### config.mk
export PLATFORM = sky130hd
export DESIGN_NAME = bus_transfer_ctrl
export DESIGN_NICKNAME = d
export VERILOG_FILES = /design/src/rtl/bus_transfer_ctrl_pkg.sv /design/src/rtl/bus_transfer_ctrl_onehot_encoder_chk.sv /design/src/rtl/bus_transfer_ctrl.sv
export SDC_FILE = /design/constraint.sdc
export NUM_CORES = 1
export LEC_CHECK = 0
export CAP_MARGIN = 40
export CORE_ASPECT_RATIO = 0.8
export CORE_UTILIZATION = 48
export DETAILED_ROUTE_END_ITERATION = 16
export PLACE_DENSITY = 0.82
export SLEW_MARGIN = 30
export SYNTH_ARGS = -nofsm -noshare
export SYNTH_HDL_FRONTEND = slang
export SYNTH_SLANG_ARGS = --single-unit
### constraint.sdc
create_clock -name clk -period 5 [get_ports clk]
set_clock_uncertainty 0.1 [all_clocks]
set_input_delay 1.5 -clock clk [delete_from_list [all_inputs] [get_ports clk]]
set_output_delay 1.5 -clock clk [all_outputs]
set_load 0.05 [all_outputs]
### src/rtl/bus_transfer_ctrl_pkg.sv
// Shared constants for the bus transfer controller: mux source select codes,
// idle select code, default sizing and the controller state encoding.
package bus_transfer_ctrl_pkg;

   localparam int DEF_NUM_SRC = 24;
   localparam int DEF_NUM_DST = 24;
   localparam int DEF_SEL_W   = 5;
   localparam int DEF_CNT_W   = 16;

   // Unmapped mux code: the bus reads as zero while nobody drives it.
   localparam logic [4:0] IDLE_SEL = 5'd31;

   localparam logic [4:0] SRC_R0     = 5'd0;
   localparam logic [4:0] SRC_R1     = 5'd1;
   localparam logic [4:0] SRC_R2     = 5'd2;
   localparam logic [4:0] SRC_R3     = 5'd3;
   localparam logic [4:0] SRC_R4     = 5'd4;
   localparam logic [4:0] SRC_R5     = 5'd5;
   localparam logic [4:0] SRC_R6     = 5'd6;
   localparam logic [4:0] SRC_R7     = 5'd7;
   localparam logic [4:0] SRC_R8     = 5'd8;
   localparam logic [4:0] SRC_R9     = 5'd9;
   localparam logic [4:0] SRC_R10    = 5'd10;
   localparam logic [4:0] SRC_R11    = 5'd11;
   localparam logic [4:0] SRC_R12    = 5'd12;
   localparam logic [4:0] SRC_R13    = 5'd13;
   localparam logic [4:0] SRC_R14    = 5'd14;
   localparam logic [4:0] SRC_R15    = 5'd15;
   localparam logic [4:0] SRC_HI     = 5'd16;
   localparam logic [4:0] SRC_LO     = 5'd17;
   localparam logic [4:0] SRC_ZHI    = 5'd18;
   localparam logic [4:0] SRC_ZLO    = 5'd19;
   localparam logic [4:0] SRC_PC     = 5'd20;
   localparam logic [4:0] SRC_MDR    = 5'd21;
   localparam logic [4:0] SRC_INPORT = 5'd22;
   localparam logic [4:0] SRC_C      = 5'd23;

   typedef enum logic [1:0] {
      IDLE  = 2'd0,
      DRIVE = 2'd1,
      LOAD  = 2'd2
   } state_e;

endpackage

### src/rtl/bus_transfer_ctrl_onehot_encoder_chk.sv
// One-hot to binary encoder; valid_o is high only when exactly one bit is set,
// so code_o is meaningful only while valid_o is high.
module onehot_encoder_chk #(
   parameter int N = 24,
   parameter int W = 5
) (
   input  logic [N-1:0] onehot_i,
   output logic [W-1:0] code_o,
   output logic         valid_o
);

   always_comb begin
      code_o = '0;
      for (int i = 0; i < N; i++) begin
         if (onehot_i[i]) code_o = code_o | W'(i);
      end
   end

   // Clearing the lowest set bit leaves zero only for a single-bit vector.
   assign valid_o = (onehot_i != '0) && ((onehot_i & (onehot_i - N'(1))) == '0);

endmodule

### src/rtl/bus_transfer_ctrl.sv
// Source-side bus transfer controller: encodes a one-hot source strobe into the
// mux select, holds it for a settle cycle, then pulses the destination load.
module bus_transfer_ctrl
   import bus_transfer_ctrl_pkg::*;
#(
   parameter int NUM_SRC = DEF_NUM_SRC,
   parameter int NUM_DST = DEF_NUM_DST,
   parameter int SEL_W   = DEF_SEL_W,
   parameter int CNT_W   = DEF_CNT_W
) (
   input  logic               clk,
   input  logic               clr_n,
   input  logic               req_valid,
   output logic               req_ready,
   input  logic [NUM_SRC-1:0] src_out,
   input  logic [SEL_W-1:0]   dst_code,
   output logic [SEL_W-1:0]   bus_sel,
   output logic               bus_busy,
   output logic [NUM_DST-1:0] dst_load,
   output logic               done,
   output logic               err,
   output logic               err_sticky,
   output logic [CNT_W-1:0]   xfer_count
);

   localparam logic [SEL_W-1:0] IDLE_CODE = SEL_W'(IDLE_SEL);

   state_e             state_q, state_d;
   logic [SEL_W-1:0]   sel_q, sel_d;
   logic [SEL_W-1:0]   dst_q, dst_d;
   logic [NUM_DST-1:0] load_q, load_d;
   logic               done_q, done_d;
   logic               err_q, err_d;
   logic               sticky_q, sticky_d;
   logic [CNT_W-1:0]   cnt_q, cnt_d;

   logic [SEL_W-1:0]   enc_code;
   logic               enc_valid;
   logic               dst_ok;

   onehot_encoder_chk #(
      .N (NUM_SRC),
      .W (SEL_W)
   ) u_enc (
      .onehot_i (src_out),
      .code_o   (enc_code),
      .valid_o  (enc_valid)
   );

   assign dst_ok = 32'(dst_code) < NUM_DST;

   always_comb begin
      state_d  = state_q;
      sel_d    = sel_q;
      dst_d    = dst_q;
      load_d   = '0;
      done_d   = 1'b0;
      err_d    = 1'b0;
      sticky_d = sticky_q;
      cnt_d    = cnt_q;
      case (state_q)
         IDLE: begin
            if (req_valid) begin
               if (enc_valid && dst_ok) begin
                  state_d = DRIVE;
                  sel_d   = enc_code;
                  dst_d   = dst_code;
               end else begin
                  err_d    = 1'b1;
                  sticky_d = 1'b1;
               end
            end
         end
         // Select has settled for a cycle; commit the load on the next one.
         DRIVE: begin
            state_d = LOAD;
            load_d  = NUM_DST'(1) << dst_q;
            done_d  = 1'b1;
            cnt_d   = cnt_q + CNT_W'(1);
         end
         LOAD: begin
            state_d = IDLE;
            sel_d   = IDLE_CODE;
         end
         default: begin
            state_d = IDLE;
            sel_d   = IDLE_CODE;
         end
      endcase
   end

   always_ff @(posedge clk) begin
      if (!clr_n) begin
         state_q  <= IDLE;
         sel_q    <= IDLE_CODE;
         dst_q    <= '0;
         load_q   <= '0;
         done_q   <= 1'b0;
         err_q    <= 1'b0;
         sticky_q <= 1'b0;
         cnt_q    <= '0;
      end else begin
         state_q  <= state_d;
         sel_q    <= sel_d;
         dst_q    <= dst_d;
         load_q   <= load_d;
         done_q   <= done_d;
         err_q    <= err_d;
         sticky_q <= sticky_d;
         cnt_q    <= cnt_d;
      end
   end

   assign req_ready  = (state_q == IDLE);
   assign bus_busy   = (state_q != IDLE);
   assign bus_sel    = sel_q;
   assign dst_load   = load_q;
   assign done       = done_q;
   assign err        = err_q;
   assign err_sticky = sticky_q;
   assign xfer_count = cnt_q;

endmodule

==> results of run 1 <==
==> cell type report <==
type,count,area share
multi-input combinational,196,0.356
tap,60,0.0226
inverter,12,0.0135
clock inverter,3,0.00828
clock buffer,5,0.0207
timing repair buffer,83,0.248
sequential,55,0.331
==> per-layer routing <==
layer,part of all wire,up-vias
li1,-,1127
met1,0.46,1026
met2,0.44,98
met3,0.076,14
met4,0.025,0
met5,0,-
==> cell usage in the layout (no fill, tap or decap), types with 2 or more instances in the layout <==
cell type	n
a21oi_1	10
a21o_1	2
o21ai_0	6
nor2_1	52
dfxtp_1	55
nand2_1	18
or4_1	3
nor4_1	7
nand3_1	9
xnor2_1	3
clkbuf_8	5
or2_2	2
or3_1	9
clkdlybuf4s50_1	81
o31ai_1	4
o22a_1	2
inv_1	12
nand4_1	13
a2111o_1	2
nor3_1	7
xor2_1	9
mux2i_1	4
and3_1	4
nor2b_1	2
a31o_2	6
nand3_2	2
nand2b_1	3
==> state kept, by name (all words and copies together) (netlist names) <==
name	count
dst_q	5
bus_sel	5
done	1
err	1
state_q	2
dst_load	24
xfer_count	16
err_sticky	1
==> power breakdown <==
part / leakage, nW / internal, mW / switching [mW]
logic: 0.692 / 0.0322 / 0.0335
registers: 0.444 / 0.439 / 0.000470
clock network: 0.0463 / 0.103 / 0.153
==> cells by family (layout without fill, tap and decap cells) <==
| kind of cell | Yosys count | after routing | synth area share |
|---|---|---|---|
| flip-flops | 55 | 55 | 0.467 |
| AND/OR/NAND/NOR | 136 | 136 | 0.296 |
| multiplexers | 5 | 5 | 0.0234 |
| XOR/XNOR | 12 | 12 | 0.0446 |
| adder cells (fa/ha/maj) | 2 | 2 | 0.00956 |
| buffers and inverters | 17 | 103 | 0.0308 |
| AO/OA/AOI/OAI | 41 | 41 | 0.129 |
==> worst paths after layout <==
kind | start | endpoint | slack (ps) | cells past startpoint
max | src_out[7] | bus_sel[4]$_SDFFE_PN1P_ | 850 | 9
max reg2reg | state_q[0]$_SDFFE_PN0P_ | xfer_count[15]$_SDFFE_PN0P_ | 2850 | 7
min | err_sticky$_SDFFE_PN0P_ | err_sticky$_SDFFE_PN0P_ | 360 | 1
min reg2reg | err_sticky$_SDFFE_PN0P_ | err_sticky$_SDFFE_PN0P_ | 360 | 1
==> load_flow_metrics.sql, run 1 <==
INSERT INTO impl_metrics (metric_group, metric, value, unit) VALUES
('finish', 'area.growth.synth_to_final', '41.2', '%'),
('clock_tree', 'resized_gates_after_cts', '0', ''),
('clock_tree', 'cts_root_buffer', 'clkbuf_8', ''),
('synthesis', 'post_synth_most_frequent_cells', 'dfxtp_1, nor2_1, nand2_1, nand4_1, inv_1', ''),
('synthesis', 'netlist_top_cells_area', 'dfxtp_1, nor2_1, nand4_1', ''),
('synthesis', 'synth_ff_type', 'dfxtp_1', ''),
('finish', 'register_cell_area_after_layout', '1100', 'um^2'),
('synthesis', 'syn-instance-count', '268', ''),
('global_routing', 'grt_start_max_net_pins', '23', ''),
('placement', 'dpl_worst_slack', '534', 'ps'),
('placement', 'placed_area', '3220', 'um^2'),
('synthesis', 'post_synth_edffs', '0', ''),
('sta', 'setup-violations-final', '0', ''),
('job', 'cap_viol_max_count', '0', ''),
('finish', 'insertedDiodeCount', '0', ''),
('sta', 'setup-tns-final', '0', 'ps'),
('global_routing', 'grt_use_total', '0.229', ''),
('sta', 'post-route-min-period', '4150', 'ps'),
('routing', 'drt-total-wl', '5570', 'um'),
('synthesis', 'yosys.cell_types.count', '45', ''),
('setup_path', 'cp_cell_sequence', 'clkdlybuf4s50_1 -> nor3_4 -> nand3_2 -> or4_1 -> a221o_1 -> nor4_4 -> buf_4 -> nand4_1 -> a21o_1', ''),
('floorplanning', 'die_w', '80.3', 'um'),
('status', 'outcome', 'complete, no violations', ''),
('routing', 'drtIter0Drc', '177', ''),
('floorplanning', 'fp.dieH', '64.7', 'um'),
('floorplanning', 'design.portCount', '82', ''),
('power', 'static-leakage-power', '1.18', 'nW'),
('sta', 'layout_setup_ws', '849', 'ps'),
('min_path', 'timing.hold.worst.class', 'reg -> reg', ''),
('setup_path', 'timing.critical_path.arrival', '4270', 'ps'),
('sta', 'max_freq', '241', 'MHz'),
('power', 'max-vdd-ir-drop', '0.128', 'mV'),
('setup_path', 'category_of_the_critical_setup_timing_path', 'in -> reg', ''),
('synthesis', 'synth_nets', '301', ''),
('clock_tree', 'clk_path_buf_depth', '2', ''),
('setup_path', 'timing.critical_path.from_type', 'input port', ''),
('placement', 'place_inst', '405', ''),
('routing', 'drc', '0', ''),
('sta', 'rsz_0062_raised_after_global_routing', 'no', ''),
('finish', 'layout.cell_area.non_filler', '3330', 'um^2'),
('power', 'p_total', '0.761', 'mW'),
('synthesis', 'flip_flop_and_latch_count_after_synthesis', '55', ''),
('routing', 'avgViaCountPerCell', '5.47', ''),
('floorplanning', 'starting_utilization_of_the_core_area', '0.506', ''),
('synthesis', 'synth-warning-count', '0', ''),
('synthesis', 'synth_largest_area_cell', 'dfxtp_1', ''),
('setup_path', 'critical-path-slowest-cell', 'or4_1', ''),
('routing', 'vias', '2265', ''),
('clock_tree', 'clock_sinks', '55', ''),
('sta', 'period_share', '0.830', ''),
('global_routing', 'leftover_overflow_at_the_end_of_global_routing', '0', ''),
('finish', 'final_cell_count_no_fill', '414', ''),
('clock_tree', 'post_cts_hold_buffer_count', '0', ''),
('finish', 'multi_input_comb_area', '1180', 'um^2'),
('synthesis', 'share_of_flip_flops_with_an_asynchronous_set_or_reset_after_synthesis', '0', ''),
('setup_path', 'crit_required', '5120', 'ps'),
('clock_tree', 'tritoncts', 'yes', ''),
('finish', 'final_layout_size_suffix_gt1_frac', '0.0706', ''),
('placement', 'place.detailed.hpwl', '4310', 'um'),
('clock_tree', 'cts.reportedPaths.clkPinSlew', '90', 'ps'),
('floorplanning', 'placeable_area', '4650', 'um^2'),
('setup_path', 'slowest_delay', '530', 'ps'),
('finish', 'fin_nets', '386', ''),
('setup_path', 'timing.critical_path.fanout_max', '15', ''),
('finish', 'final_core_utilization', '0.715', ''),
('synthesis', 'yosys.cell_count.top_type', 'dfxtp_1', ''),
('setup_path', 'critical_path_buf_inv_count', '2', ''),
('sta', 'report.final.slew_viol_count', '0', ''),
('clock_tree', 'numCtsBuffers', '5', ''),
('power', 'power-per-cell-area', '229', 'nW/um^2'),
('synthesis', 'synth.yosys.seq_area_share', '0.467', '');
Power figures use the tool's default switching activity.
==> inputs of run 2 (changes only) <==
Settings changed: CORE_UTILIZATION 48 to 40, PLACE_DENSITY 0.82 to 0.73.
Clock period 5 ns to 3.54 ns, I/O delays scaled along.
==> load_flow_metrics.sql, run 2 (synthesis gave the netlist of run 1 again) <==
INSERT INTO impl_metrics (metric_group, metric, value, unit) VALUES
('sta', 'worst_pin_slew', '674', 'ps'),
('finish', 'layout.cell_area.non_filler', '3790', 'um^2'),
('finish', 'max_reg_flops', '24', ''),
('sta', 'setup-tns-final', '-4.41', 'ps'),
('clock_tree', 'post_cts_hold_buffer_count', '0', ''),
('floorplanning', 'starting_utilization_of_the_core_area', '0.424', ''),
('setup_path', 'reg2reg_slack', '1490', 'ps'),
('finish', 'area.growth.synth_to_final', '60.8', '%'),
('power', 'static-leakage-power', '1.53', 'nW'),
('sta', 'report.final.slew_viol_count', '0', ''),
('status', 'violations', 'negative setup slack', ''),
('clock_tree', 'cts.reportedPaths.clkPinSlew', '100', 'ps'),
('power', 'p_total', '1.16', 'mW'),
('placement', 'place.port_buffers', '81', ''),
('placement', 'dpl_worst_slack', '-414', 'ps'),
('clock_tree', 'cts_root_buffer', 'clkbuf_8', ''),
('finish', 'insertedDiodeCount', '0', ''),
('floorplanning', 'fp.dieH', '70.6', 'um'),
('sta', 'post-route-min-period', '3540', 'ps'),
('floorplanning', 'row_count', '24', ''),
('routing', 'vias', '2443', ''),
('sta', 'timing_hold_violations_final', '0', ''),
('setup_path', 'timing.critical_path.from_type', 'input port', ''),
('finish', 'final_common_cell', 'clkdlybuf4s50_1', ''),
('clock_tree', 'h-tree-depth', '2', ''),
('floorplanning', 'placeable_area', '5560', 'um^2'),
('clock_tree', 'clk_path_buf_depth', '2', ''),
('global_routing', 'grt_start_max_net_pins', '23', ''),
('sta', 'slew_headroom', '0.550', ''),
('clock_tree', 'clock_sinks', '55', ''),
('status', 'outcome', 'complete, but fails checks', ''),
('clock_tree', 'tritoncts', 'yes', ''),
('job', 'cap_viol_max_count', '0', ''),
('setup_path', 'category_of_the_critical_setup_timing_path', 'in -> reg', ''),
('global_routing', 'grt_pass1_wl', '10700', 'um'),
('sta', 'period_share', '1.00', ''),
('placement', 'placed_area', '3530', 'um^2'),
('placement', 'finalWeightedCongestion', '0.957', ''),
('placement', 'place_inst', '461', ''),
('finish', 'top_library_cells_by_usage_in_the_layout_fill_and_taps_aside', 'clkdlybuf4s50_1, dfxtp_1, nor2_1, buf_4, nand2_1', ''),
('setup_path', 'timing.critical_path.fanout_max', '3', ''),
('floorplanning', 'die_w', '87.8', 'um'),
('global_routing', 'grt_pass1_vias', '2255', ''),
('clock_tree', 'numCtsBuffers', '5', ''),
('floorplanning', 'design.portCount', '82', ''),
('setup_path', 'cp-end-kind', 'flop', ''),
('routing', 'postRouteAntennaNets', '0', ''),
('finish', 'final_cell_count_no_fill', '474', ''),
('sta', 'setup-violations-final', '1', ''),
('global_routing', 'grt_use_total', '0.221', ''),
('min_path', 'timing.hold.worst.class', 'reg -> reg', ''),
('finish', 'final_core_utilization', '0.682', ''),
('sta', 'max_freq', '282', 'MHz'),
('routing', 'drt-total-wl', '6820', 'um'),
('routing', 'routed_wire_length_per_instance', '14.4', 'um'),
('routing', 'drtIter0Drc', '193', ''),
('routing', 'avgViaCountPerCell', '5.15', ''),
('sta', 'layout_setup_ws', '-4.41', 'ps'),
('finish', 'n_fill_cell', '465', ''),
('sta', 'holdWs', '382', 'ps'),
('routing', 'drtPass1Iterations', '4', ''),
('finish', 'final_layout_size_suffix_gt1_frac', '0.210', ''),
('setup_path', 'crit_required', '3640', 'ps'),
('power', 'max-vdd-ir-drop', '0.215', 'mV'),
('power', 'power-per-cell-area', '307', 'nW/um^2'),
('clock_tree', 'clkLatencyLatePin', '310', 'ps'),
('placement', 'place.detailed.hpwl', '5110', 'um'),
('setup_path', 'timing.critical_path.arrival', '3640', 'ps'),
('global_routing', 'grt_antenna_before_repair', '0', ''),
('floorplanning', 'die-area', '6200', 'um^2'),
('finish', 'fin_nets', '428', ''),
('routing', 'drc', '0', ''),
('global_routing', 'leftover_overflow_at_the_end_of_global_routing', '0', '');
## run 2: changes by cell type in the layout (fill, tap and decap cells not counted), sizes merged
cell / change
dlymetal6s2s: +13
dlygate4sd2: +5
clkdlybuf4s50: -18
buf: +43
clkbuf: -1
bufinv: +1
clkinv: -1
## run 2: path summary, 6_finish.rpt
kind                           start                           to  cells after the start
min          err_sticky$_SDFFE_PN0P_      err_sticky$_SDFFE_PN0P_                      1
min reg2reg  err_sticky$_SDFFE_PN0P_      err_sticky$_SDFFE_PN0P_                      1
max                      src_out[13]      bus_sel[2]$_SDFFE_PN1P_                      9
max reg2reg  state_q[0]$_SDFFE_PN0P_  xfer_count[15]$_SDFFE_PN0P_                      7
## run 2: final cells by class
class                      instances  area (um^2)  area share
clock inverter                     3         46.3      0.0122
multi-input combinational        196         1260       0.333
inverter                          12         45.0      0.0119
tap                               78         97.6      0.0258
clock buffer                       5         68.8      0.0182
sequential                        55         1100       0.291
timing repair buffer             125         1170       0.309
## run 2: what timing repair did
| item | in CTS | in global routing |
|---|---|---|
| resized for setup | 8 | 28 |
| setup buffers | 0 | 4 |
| pin swaps | 4 | 12 |
| gates cloned | 0 | 1 |
| setup endpoints to repair | 9 | 13 |
## run 2: report_power, final
group / total (mW) / internal, mW / switching (mW)
combinational: 0.123 / 0.0633 / 0.0593
sequential: 0.621 / 0.620 / 0.000816
clock: 0.419 / 0.213 / 0.206
## run 2: worst max-delay path, cell delays in order
cell and delay, ps:
clkdlybuf4s50_1 460, nor2_1 150, nand3_2 130, or4_4 490
a221o_1 400, nor4_4 320, buf_4 190, a31oi_4 110
mux2_4 320
## run 2: metal layers
layer	wire [um]	share of wire	GRT usage	vias to the layer above
li1	-	-	-	1214
met1	3390	0.50	0.329	1142
met2	2920	0.43	0.318	79
met3	459	0.067	0.0618	8
met4	53	0.0078	0.0474	0
met5	0	0	0	-
